<file path="src/rtl/imem_boot_loader.sv">
// Byte-stream boot loader: unpacks a length-prefixed big-endian program into instruction memory
// and holds the CPU in reset until it is loaded. Define IMEM_BOOT_LOADER_CHECKSUM_EN for a trailing XOR checksum byte.
module imem_boot_loader #(
    parameter int          IM_DEPTH  = 128,
    parameter logic [31:0] ADDR_BASE = 32'h0000_0000
) (
    input  logic        clk_i,
    input  logic        rst_i,
    input  logic [7:0]  byte_i,
    input  logic        byte_valid_i,
    output logic        byte_ready_o,
    output logic        im_we_o,
    output logic [31:0] im_addr_o,
    output logic [31:0] im_data_o,
    output logic        cpu_rst_n_o,
    output logic        done_o,
    output logic        err_o
);
    typedef enum logic [2:0] {
        CNT_HI,
        CNT_LO,
        DATA,
`ifdef IMEM_BOOT_LOADER_CHECKSUM_EN
        CSUM,
`endif
        DONE,
        ERR
    } state_t;

    localparam logic [16:0] DEPTH = 17'(IM_DEPTH);

    state_t      state;
    logic [15:0] n;
    logic [15:0] word_idx;
    logic [1:0]  bidx;
    logic [23:0] sbuf;
`ifdef IMEM_BOOT_LOADER_CHECKSUM_EN
    logic [7:0]  csum;
`endif

    logic accept;
    assign accept = byte_valid_i && byte_ready_o;

    always_ff @(posedge clk_i or negedge rst_i) begin
        if (!rst_i) begin
            state        <= CNT_HI;
            n            <= '0;
            word_idx     <= '0;
            bidx         <= '0;
            sbuf         <= '0;
`ifdef IMEM_BOOT_LOADER_CHECKSUM_EN
            csum         <= '0;
`endif
            byte_ready_o <= 1'b0;
            im_we_o      <= 1'b0;
            im_addr_o    <= '0;
            im_data_o    <= '0;
            cpu_rst_n_o  <= 1'b0;
            done_o       <= 1'b0;
            err_o        <= 1'b0;
        end else begin
            im_we_o      <= 1'b0;
            // Ready mirrors the state; transitions into DONE/ERR override it below.
            byte_ready_o <= (state != DONE) && (state != ERR);
            if (accept) begin
`ifdef IMEM_BOOT_LOADER_CHECKSUM_EN
                csum <= csum ^ byte_i;
`endif
                case (state)
                    CNT_HI: begin
                        n[15:8] <= byte_i;
                        state   <= CNT_LO;
                    end
                    CNT_LO: begin
                        n[7:0] <= byte_i;
                        if ({1'b0, n[15:8], byte_i} > DEPTH) begin
                            state        <= ERR;
                            err_o        <= 1'b1;
                            byte_ready_o <= 1'b0;
                        end else if ({n[15:8], byte_i} == 16'd0) begin
`ifdef IMEM_BOOT_LOADER_CHECKSUM_EN
                            state        <= CSUM;
`else
                            state        <= DONE;
                            done_o       <= 1'b1;
                            cpu_rst_n_o  <= 1'b1;
                            byte_ready_o <= 1'b0;
`endif
                        end else begin
                            state <= DATA;
                        end
                    end
                    DATA: begin
                        bidx <= bidx + 2'd1;
                        if (bidx == 2'd3) begin
                            im_we_o   <= 1'b1;
                            im_data_o <= {sbuf, byte_i};
                            im_addr_o <= ADDR_BASE + {14'd0, word_idx, 2'b00};
                            word_idx  <= word_idx + 16'd1;
                            if (word_idx == n - 16'd1) begin
`ifdef IMEM_BOOT_LOADER_CHECKSUM_EN
                                state        <= CSUM;
`else
                                state        <= DONE;
                                done_o       <= 1'b1;
                                cpu_rst_n_o  <= 1'b1;
                                byte_ready_o <= 1'b0;
`endif
                            end
                        end else begin
                            sbuf <= {sbuf[15:0], byte_i};
                        end
                    end
`ifdef IMEM_BOOT_LOADER_CHECKSUM_EN
                    CSUM: begin
                        byte_ready_o <= 1'b0;
                        if (byte_i == csum) begin
                            state       <= DONE;
                            done_o      <= 1'b1;
                            cpu_rst_n_o <= 1'b1;
                        end else begin
                            state <= ERR;
                            err_o <= 1'b1;
                        end
                    end
`endif
                    default: ;
                endcase
            end
        end
    end
endmodule

</file>
<file path="config.mk">
export PLATFORM = sky130hd
export DESIGN_NAME = imem_boot_loader
export DESIGN_NICKNAME = d
export VERILOG_FILES = /design/src/rtl/imem_boot_loader.sv
export SDC_FILE = /design/constraint.sdc
export NUM_CORES = 1
export LEC_CHECK = 0
export ABC_AREA = 1
export CORE_MARGIN = 8
export CORE_UTILIZATION = 50
export CTS_BUF_LIST = sky130_fd_sc_hd__clkbuf_4 sky130_fd_sc_hd__clkbuf_8
export DETAILED_ROUTE_END_ITERATION = 12
export PLACE_DENSITY = 0.78
export SYNTH_ARGS = -nofsm -noshare
export SYNTH_HDL_FRONTEND = slang
export SYNTH_SLANG_ARGS = --single-unit
</file>
<file path="constraint.sdc">
create_clock -name clk_i -period 1.8 [get_ports clk_i]
set_input_delay 0.54 -clock clk_i [delete_from_list [all_inputs] [get_ports clk_i]]
set_output_delay 0.54 -clock clk_i [all_outputs]
set_load 0.02 [all_outputs]
</file>
---- After elaboration in Yosys (flattened, before gate mapping) ----
Index checks and enable logic that the tools add are counted.
W data, S select, Z words.
word-level totals
  bits in registers ....................... 113
  input bits .............................. 11
  output and inout bits ................... 69
operators by class
  add/sub/neg operators ................... 3
  order comparisons ....................... 1
  equal/unequal tests ..................... 10
  mux-type cells .......................... 19
  bitwise gates (word level) .............. 1
  reductions and logical operators ........ 14
operator list
  kind                     number
  $add A16 B1 Y16 const B  1
  $eq A16 B16 Y1           1
  $gt A16 B8 Y1 const B    1
  $logic_not A16 Y1        1
  $sub A16 B1 Y16 const B  1
  $mux W1                  13
  $mux W3                  3
  $pmux W3 S3              1
  $reduce_and A3 Y1        3
  $ne A2 B2 Y1 const B     4
  $reduce_and A2 Y1        3
  $reduce_and A6 Y1        1
  $pmux W1 S2              2
  $reduce_and A4 Y1        1
  $eq A3 B1 Y1 const B     1
  $eq A3 B2 Y1 const B     1
  $logic_not A3 Y1         1
  $ne A3 B2 Y1 const B     1
  $ne A3 B3 Y1 const B     1
  $reduce_bool A3 Y1       1
  $add A2 B1 Y2 const B    1
  $eq A2 B2 Y1 const B     1
  $logic_and A1 B1 Y1      2
  $reduce_bool A2 Y1       1
  $not A1 Y1               1

---- Logic depth before layout (Yosys ltp) ----
  word-level depth ........................ 6
  mapped depth ............................ 16
  gate-level depth less buffers ........... 16

---- Worst setup path after synthesis ----
Ideal clock, no wire load.
  path kind ............................... register -> register
  start point ............................. reg n[0]
  end point ............................... reg byte_ready_o
  library setup time ...................... 123 ps
  arrival ................................. 1792 ps
  required time ........................... 1677 ps
  setup slack ............................. -114 ps
  cell stages (with the launch flop) ...... 14
  period minus slack after synthesis ...... 1914 ps
  cells stage by stage .................... dfrtp_1 inv_1 ha_1 nand3_1 nor2_1 nand2_1 nand2_1 nand2_1 nor2_1 nand2_1 nor2_1 nand3_1 nand2_1 a21oi_1
between the ends
  longest elaborated chain between the ends .. 6
ends and longest elaborated chain
  what                    line  text
  start, declared         33    logic [15:0] n;
  start signal, assigned  75    n[7:0] <= byte_i;
  $sub A16 B1 Y16         100   if (word_idx == n - 16'd1) begin
  $eq A16 B16 Y1          100
  $mux W1                 100
  $mux W1                 95    if (bidx == 2'd3) begin
  $pmux W1 S2             69    case (state)
  $mux W1                 65    if (accept) begin
  end signal, assigned    64    byte_ready_o <= (state != DONE) && (state != ERR);
  end, declared           11    output logic byte_ready_o,
Every way passes these cells.
A chain may end at the register's enable or synchronous reset.

---- Worst setup path after layout ----
  start point ............................. reg n[1]
  end point ............................... reg byte_ready_o
Same word-level chain as after synthesis.

==> impl_metrics.tcl <==
set metrics [dict create \
    outcome "finished, violations left" \
    violations "setup timing" \
    holdBufCountCts 0 \
    rsz0062_at_grt "yes" \
    layout_min_cycle_time_ps 1840 \
    placed_area_sq_um 6320 \
    synth_edf_count 0 \
    vdd_drop_max_mv 0.502 \
    crit_start "n[1]" \
    gr-total-overflow 0 \
    p_comb_frac 0.025 \
    pwr-share-clk 0.498 \
    met1_usage 0.233 \
    htree_num_levels 4 \
    cts_tree "built" \
    p_sw_uw 1170 \
    fin_setup_tns_ps -92.6 \
    worstPathArrival_ps 2160 \
    p_per_area_nw_per_um2 780 \
    endpoint_kind "flip-flop" \
    synthesis.area_sq_um 5220 \
    cts_root_buf "clkbuf_8" \
    clkLatencyLatePin_ps 430 \
    synth_cell_types 28 \
    whs_ps 132 \
    drc 0 \
    slew_viol_final 0 \
    busiest_layer "met2" \
    postSynthCellCount 629 \
    numCtsBuffers 17 \
    initial_core_util 0.510 \
    nNetsFinal 762 \
    finish.instance_area_sq_um 6840 \
    vias 4394 \
    grt_pass1_wl_microns 21400 \
    portBuffers 63 \
    path_clk_slew_ps 70 \
    ios 80 \
    ys_warn_count 0 \
    drt_first_pass_iters 5 \
    synth_largest_area_cell "dfrtp_1" \
    cts_sinks 113 \
    rows 37 \
    synth_ff_type "dfrtp_1" \
    drv_cap 0 \
    grt_max_degree 82 \
    grt.total_usage 0.188 \
    synth_top_area_share 0.541 \
    post-place-ws_ps -356 \
    synth.ff_latch_count 113 \
    fmax_mhz 544 \
    yosysMostFrequentCell "nand2_1" \
    n_antenna_cell 0 \
    drtAntennaViolNets 0 \
    finalCritPeriodShare 1.02 \
    avgSynthCellArea_sq_um 8.30 \
    hold_viol_final 0 \
    fillers 852 \
    async_flop_share 1.00 \
    die_h_microns 118 \
    required_ps 2120 \
    grt_antenna_before_repair 0 \
    first_iter_violations 254 \
    critPathMaxFanout 3 \
    use_met2 0.306 \
    seqPwrFrac 0.476 \
    dieWidth_microns 118 \
    fp.coreArea_sq_um 10200 \
    viasPerCell 4.90 \
    synth_seq_area_share 0.541 \
    routabilityCongestion 0.866 \
    grt_pass1_vias 4366 \
    hold_class "in -> async" \
    final_util 0.668 \
    use_met3 0.0595 \
    area_growth_pct 30.9 \
    clock_skew_ps 9.26 \
    r2r-start "n[1]" \
    drt-total-wl_microns 12700 \
    p_int_uw 4160 \
    synth_common_cells "nand2_1, dfrtp_1, o21ai_0" \
    setup_slack_ps -38.9 \
    clock_path_buffers 2 \
    leakagePower_uw 0.00379 \
    hpwl_microns 9070 \
    crit_type "reg -> reg" \
    dieArea_sq_um 14000 \
    routedWlPerCell_microns 14.1 \
    synthTopCellsByArea "dfrtp_1, nand2_1, o21ai_0, inv_1, nor2_1" \
    critPathLaunchType "flip-flop" \
    drive_gt1_frac 0.170 \
    setup_violations 3 \
    swShare 0.219 \
]
## worst max-delay path, cell delays in order (launching register included)
cell and delay, ps:
dfrtp_1 390, inv_2 70, ha_4 270, nand2_1 50, nand2_1 70, nand2_1 60
nor2_2 130, nand2_2 70, nor2_1 100, nand3_1 120, nor2_4 140, nand3_2 110
nand2_2 100, a21oi_1 70
## repair_timing
| item | 4_1_cts | 5_1_grt |
|---|---|---|
| endpoints found under the setup margin | 57 | 11 |
| resized for setup | 68 | 15 |
| buffers inserted | 2 | 4 |
| pin swaps | 6 | 4 |
## sequential cells by signal (all words and copies together) (netlist names), 2 cells and up
name and cells:
word_idx 16, bidx 2, sbuf 24, state 3
im_addr_o 16, n 16, im_data_o 32
## path summary, 6_finish.rpt
| path | to | depth (start not counted) | slack (ps) |
|---|---|---|---|
| setup reg to reg | byte_ready_o | 13 | -40 |
| hold / removal | word_idx[1] | 2 | 130 |
| max in group asynchronous | state[1] | 2 | 1320 |
| min in group clk_i | im_data_o[30] | 2 | 470 |
| setup / recovery | byte_ready_o | 13 | -40 |
| hold reg to reg | im_data_o[30] | 2 | 470 |
## power by group through the flow
stage	registers [uW]	clock network [uW]	logic, uW
finish	2540	2660	135
global route	2540	2810	152
CTS	2540	2700	137
detailed placement	2590	0	137
global placement	2590	0	135
floorplan	2590	0	65.6
## final cells by class
class,instances,area [sq um],area share
Inverter,78,294,0.0430
Sequential cell,113,2830,0.414
Tap cell,136,170,0.0249
Clock inverter,12,180,0.0264
Multi-Input combinational cell,419,2060,0.302
Timing Repair Buffer,119,1030,0.151
Clock buffer,20,263,0.0384
## kinds of logic (layout without fill, tap and decap cells)
family                     count (synthesis)  in the layout  synth area share
AOI/OAI and AO/OA                         87             87            0.0834
xor gates and xnor gates                  24             24            0.0402
adders and majority gates                  3              3           0.00719
buffers and inverters                    112            229            0.0930
DFF                                      113            113             0.541
muxes                                      1              1           0.00216
other                                      1             16          0.000718
and+or+nand+nor                          288            288             0.232
## stage by stage
stage	std cells	power, uW
final	897	5330
after global routing	897	5500
after CTS	893	5370
after detailed placement	859	2720
after global placement	859	2720
after floorplan	644	2650
## cell usage in the layout (no fill, tap or decap), types with 4 or more instances in the layout
master,count
dfrtp_1,110
nor2_1,33
buf_4,53
xor2_1,18
bufinv_16,4
nand3b_1,4
conb_1,16
nor2_2,7
xnor2_1,6
inv_2,7
nand2_2,4
nand4_1,4
nor2_4,5
nand2_1,195
buf_12,4
inv_1,70
o21ai_0,82
nand3_1,23
clkbuf_8,18
dlygate4sd2_1,53
clkdlybuf4s50_1,9
a21oi_1,4
## per-layer routing
metal / up-vias / wire length [microns]
met5: - / 0
met4: 0 / 105
met3: 9 / 737
met2: 110 / 6280
met1: 2104 / 5540
li1: 2171 / -
Power figures use the tool's default switching activity.
